--- src/rtl/oai33_bist_checker_pkg.sv ---
// Shared types and constants for the oai33 cell self-test harness.
// Holds the FSM state encoding, pattern geometry and the reference cell function.
package oai33_bist_pkg;

    typedef enum logic [1:0] {
        IDLE   = 2'd0,
        WAIT   = 2'd1,
        SAMPLE = 2'd2,
        DONE   = 2'd3
    } bist_state_t;

    localparam int               PAT_W            = 6;
    localparam logic [PAT_W-1:0] PAT_LAST         = 6'd63;
    localparam logic [15:0]      SIG_POLY_DEFAULT = 16'h100B;

    // Golden oai33: pat[2:0] drive A1..A3, pat[5:3] drive B1..B3.
    function automatic logic oai33_expected(input logic [PAT_W-1:0] pat);
        return ~((|pat[2:0]) & (|pat[5:3]));
    endfunction

endpackage

--- src/rtl/oai33_bist_checker_misr.sv ---
// Serial-input MISR that compacts the sampled ZN stream into a signature.
// Clear has priority over enable so a new run always starts from zero.
module oai33_bist_misr
    import oai33_bist_pkg::*;
#(
    parameter int               SIG_W    = 16,
    parameter logic [SIG_W-1:0] SIG_POLY = SIG_W'(SIG_POLY_DEFAULT)
) (
    input  logic             i_clk,
    input  logic             i_rst,
    input  logic             i_clear,
    input  logic             i_en,
    input  logic             i_din,
    output logic [SIG_W-1:0] o_sig
);

    logic [SIG_W-1:0] r_sig;

    always_ff @(posedge i_clk) begin
        if (i_rst || i_clear) begin
            r_sig <= '0;
        end else if (i_en) begin
            r_sig <= {r_sig[SIG_W-2:0], 1'b0}
                   ^ (r_sig[SIG_W-1] ? SIG_POLY : '0)
                   ^ {{(SIG_W-1){1'b0}}, i_din};
        end
    end

    assign o_sig = r_sig;

endmodule

--- config.mk ---
export PLATFORM = sky130hd
export DESIGN_NAME = oai33_bist_misr
export DESIGN_NICKNAME = d
export VERILOG_FILES = /design/src/rtl/oai33_bist_checker_pkg.sv /design/src/rtl/oai33_bist_checker_misr.sv
export SDC_FILE = /design/constraint.sdc
export NUM_CORES = 1
export LEC_CHECK = 0
export BUFFER_PORTS_ARGS = -buffer_cell sky130_fd_sc_hd__buf_4
export CORE_UTILIZATION = 46
export CTS_BUF_LIST = sky130_fd_sc_hd__clkbuf_4 sky130_fd_sc_hd__clkbuf_8 sky130_fd_sc_hd__clkbuf_16
export CTS_CLUSTER_DIAMETER = 50
export DETAILED_ROUTE_END_ITERATION = 8
export PLACE_DENSITY = 0.8
export SYNTH_ARGS = -nofsm -noshare
export SYNTH_HDL_FRONTEND = slang
export SYNTH_SLANG_ARGS = --single-unit
--- constraint.sdc ---
create_clock -name i_clk -period 1.1 [get_ports i_clk]
set_clock_uncertainty 0.05 [all_clocks]
set_input_delay 0.11 -clock i_clk [delete_from_list [all_inputs] [get_ports i_clk]]
set_output_delay 0.11 -clock i_clk [all_outputs]
set_load 0.01 [all_outputs]
# After elaboration in Yosys (flattened, before gate mapping)
# Index checks and enable logic that the tools add are counted.
# totals
reg_bits,16
in_bits,5
output_inout_bits,16
wordCells,5
# op_classes
mux,1
n_bitwise,2
reduce_logical,1
# op_table
operator,n
$xor A16 B1 Y16,1
$xor A16 B13 Y16,1
$mux W13,1
$logic_or A1 B1 Y1,1

# Logic depth before layout (Yosys ltp)
# logic_depth
depth_word,3
mapped_depth,4
ltp_nobuf,2

# Worst setup path after synthesis
# OpenSTA, ideal clock, no wires.
# synth_path
path_type,register -> register
startpoint,register r_sig[15] (netlist: o_sig[15])
endpoint,register r_sig[1] (netlist: o_sig[1])
setup_ns,0.086
arrival_time_ns,0.801
required_ns,0.964
slack_ns,0.163
stages_incl_launch_ff,4
n_path_buf,1
synth_period_minus_slack_ns,0.937
cell_sequence,dfxtp_1 -> buf_2 -> xnor2_1 -> a211oi_1
# synth_between
elab_chain_cells,3
# synth_rtl
element,line,text
"start, declared",oai33_bist_checker_misr.sv:17,logic [SIG_W-1:0] r_sig;
"start signal, assigned",oai33_bist_checker_misr.sv:23,"r_sig <= {r_sig[SIG_W-2:0], 1'b0}"
$mux W13,oai33_bist_checker_misr.sv:24,^ (r_sig[SIG_W-1] ? SIG_POLY : '0)
$xor A16 B13 Y16,oai33_bist_checker_misr.sv:24,
$xor A16 B1 Y16,oai33_bist_checker_misr.sv:25,"^ {{(SIG_W-1){1'b0}}, i_din};"
# No other way between the ends.
# A chain may end at the register's enable or synchronous reset.

# Worst setup path after layout
# layout_path
startpoint,register r_sig[15] (netlist: o_sig[15])
endpoint,output port o_sig[15]
# layout_rtl
element,line,text
"end, declared",oai33_bist_checker_misr.sv:14,output logic [SIG_W-1:0] o_sig
# No word-level cell between the ends.

==> impl_metrics.env <==
export IMPL_run_status="complete, no violations"
export IMPL_cts_sinks=16
export IMPL_cts_tree="yes"
export IMPL_critPathRequiredTime_ps=940
export IMPL_path_depth=1
export IMPL_nNetsFinal=83
export IMPL_finalInstanceArea_um2=782
export IMPL_antenna_found_initial=0
export IMPL_clockBufferDepth=2
export IMPL_io_buffers=20
export IMPL_via_count=429
export IMPL_instances_no_fill=91
export IMPL_path_max_fanout=6
export IMPL_worstSetupEndpoint="o_sig[15]"
export IMPL_cp_slowest_cell="dfxtp_2"
export IMPL_firstDrtPassIters=4
export IMPL_seqPwrFrac=0.569
export IMPL_place_ws_ps=70.5
export IMPL_reg2reg_depth=2
export IMPL_crit_buf_inv=1
export IMPL_clk_latency_ps=280
export IMPL_syn_avg_cell_area_um2=10.7
export IMPL_pwr_share_clk=0.364
export IMPL_ant_nets=0
export IMPL_syn_nets=63
export IMPL_r2r_start="o_sig[15]"
export IMPL_cts_htree_levels=1
export IMPL_critPathCaptureType="output pin"
export IMPL_grt_start_max_net_pins=21
export IMPL_rr_endpoint="o_sig[3]"
export IMPL_synthToLayoutAreaGrowth_pct=26.5
export IMPL_initial_core_util=0.528
export IMPL_startpoint="o_sig[15]"
export IMPL_core_area_mm2=0.00117
export IMPL_post_route_util=0.668
export IMPL_diodes=0
export IMPL_finalPower_mw=1.04
export IMPL_viasPerCell=4.71
export IMPL_rsz0062_at_grt="false"
export IMPL_worst_slack_ps=108
export IMPL_p_leak_nw=0.349
export IMPL_place_inst=87
export IMPL_finalMaxSlewViolations=0
export IMPL_die_w_um=38.7
export IMPL_fin_tns_setup_ps=0
export IMPL_fillers=101
export IMPL_netlist_area_um2=618
export IMPL_fmax_mhz=1010
export IMPL_start_kind="register"
export IMPL_cp_arrival_ps=830
export IMPL_tightest_slew_ps=526
export IMPL_slowest_delay_ps=410
export IMPL_largest_reg_flops=16
export IMPL_overflow=0
export IMPL_die_area_mm2=0.00149
export IMPL_ys_warn_count=0
export IMPL_max_slew_margin=0.649
export IMPL_fin_crit_sh=0.902
export IMPL_yosysSeqAreaShare=0.518
export IMPL_internal_power_uw=819
export IMPL_grt_use_total=0.163
export IMPL_totalWireLength_um=1000
export IMPL_place_gp_congestion=0.596
export IMPL_first_iter_violations=8
export IMPL_ys_ff_latch=16
export IMPL_hpwl_um=700
export IMPL_setup_violations=0
export IMPL_die_h_um=38.7
export IMPL_worstSetupPathType="reg2out"
export IMPL_hp_class="in2reg"
export IMPL_grt_pass1_wl_um=1610
export IMPL_hold_ws_ps=90.7
export IMPL_drive_gt1_frac=0.338
export IMPL_combPwrFrac=0.067
export IMPL_crit_chain="buf_4"
export IMPL_path_clk_slew_ps=90
export IMPL_syn_instance_count=58
export IMPL_ios=21
export IMPL_p_sw_uw=217
export IMPL_numCtsBuffers=3
export IMPL_ir_drop_uv=753
export IMPL_rrSetupSlack_ps=250
export IMPL_drv_cap=0
export IMPL_cts_root_buffer_cell="clkbuf_4"
export IMPL_cts_hold_buffers=0
export IMPL_route_detailed_drc=0
export IMPL_min_from="i_din"
export IMPL_placed_area_um2=744
export IMPL_wire_per_inst_um=11.0
export IMPL_power_density_mw_per_mm2=1330
export IMPL_min_period_ps=992
export IMPL_rows=12
export IMPL_critPathTopFamily="flip-flops"
export IMPL_yosys_cell_types_count=10
export IMPL_hold_viol=0
export IMPL_grt_pass1_vias=383
export IMPL_swShare=0.210
-- layout make-up --
cell class              instances  area [um^2]  share of cell area
clock buffers                   4         36.3              0.0464
multi-input cells              37          256               0.328
repair buffers                 20          150               0.192
well taps                      14         17.5              0.0224
flip-flops and latches         16          322               0.411
-- kinds of logic after synthesis --
| group | synth area share |
|---|---|
| and+or+nand+nor | 0.107 |
| AOI/OAI and AO/OA | 0.0567 |
| buffers and inverters | 0.0668 |
| DFF | 0.518 |
| muxes | 0.194 |
| xor gates and xnor gates | 0.0567 |
-- layout by cell type (no fill, tap or decap) --
cell type  instances
dfxtp_2            1
clkbuf_4           3
a211oi_1           3
or2_1              1
buf_4             20
xnor2_1            4
clkbuf_8           1
dfxtp_1           15
mux2i_1           12
a211oi_2           1
nor2_1            16
-- metal layers --
metal,track usage,up-vias,routed length (um)
met5,0,-,0
met4,0.129,0,11
met3,0.0347,2,40
met2,0.221,8,434
met1,0.220,188,517
li1,-,231,-
-- how the worst min path moves through the flow --
stage               cells after the start       end
finish                                  3  o_sig[0]
global route                            3  o_sig[0]
CTS                                     3  o_sig[0]
detailed placement                      3  o_sig[0]
global placement                        3  o_sig[0]
floorplan                               2  o_sig[0]
-- synth_stat cells --
cell type | n | area (um^2)
dfxtp_1 | 16 | 320
nor2_1 | 16 | 60.1
mux2i_1 | 12 | 120
xnor2_1 | 4 | 35.0
a211oi_1 | 3 | 22.5
buf_2 | 3 | 15.0
a211oi_2 | 1 | 12.5
buf_6 | 1 | 11.3
buf_8 | 1 | 15.0
or2_1 | 1 | 6.26
-- what timing repair did --
action / in CTS / in global routing
setup buffers: 0 / 0
gates resized for setup: 1 / 0
endpoints found under the setup margin: 1 / 0
-- power groups by stage --
stage	clock network [mW]	registers (mW)	logic (mW)
finish	0.377	0.590	0.0695
global route	0.410	0.591	0.0748
CTS	0.383	0.590	0.0691
detailed placement	0	0.603	0.0690
global placement	0	0.603	0.0674
floorplan	0	0.606	0.0525
Power figures use the tool's default switching activity.
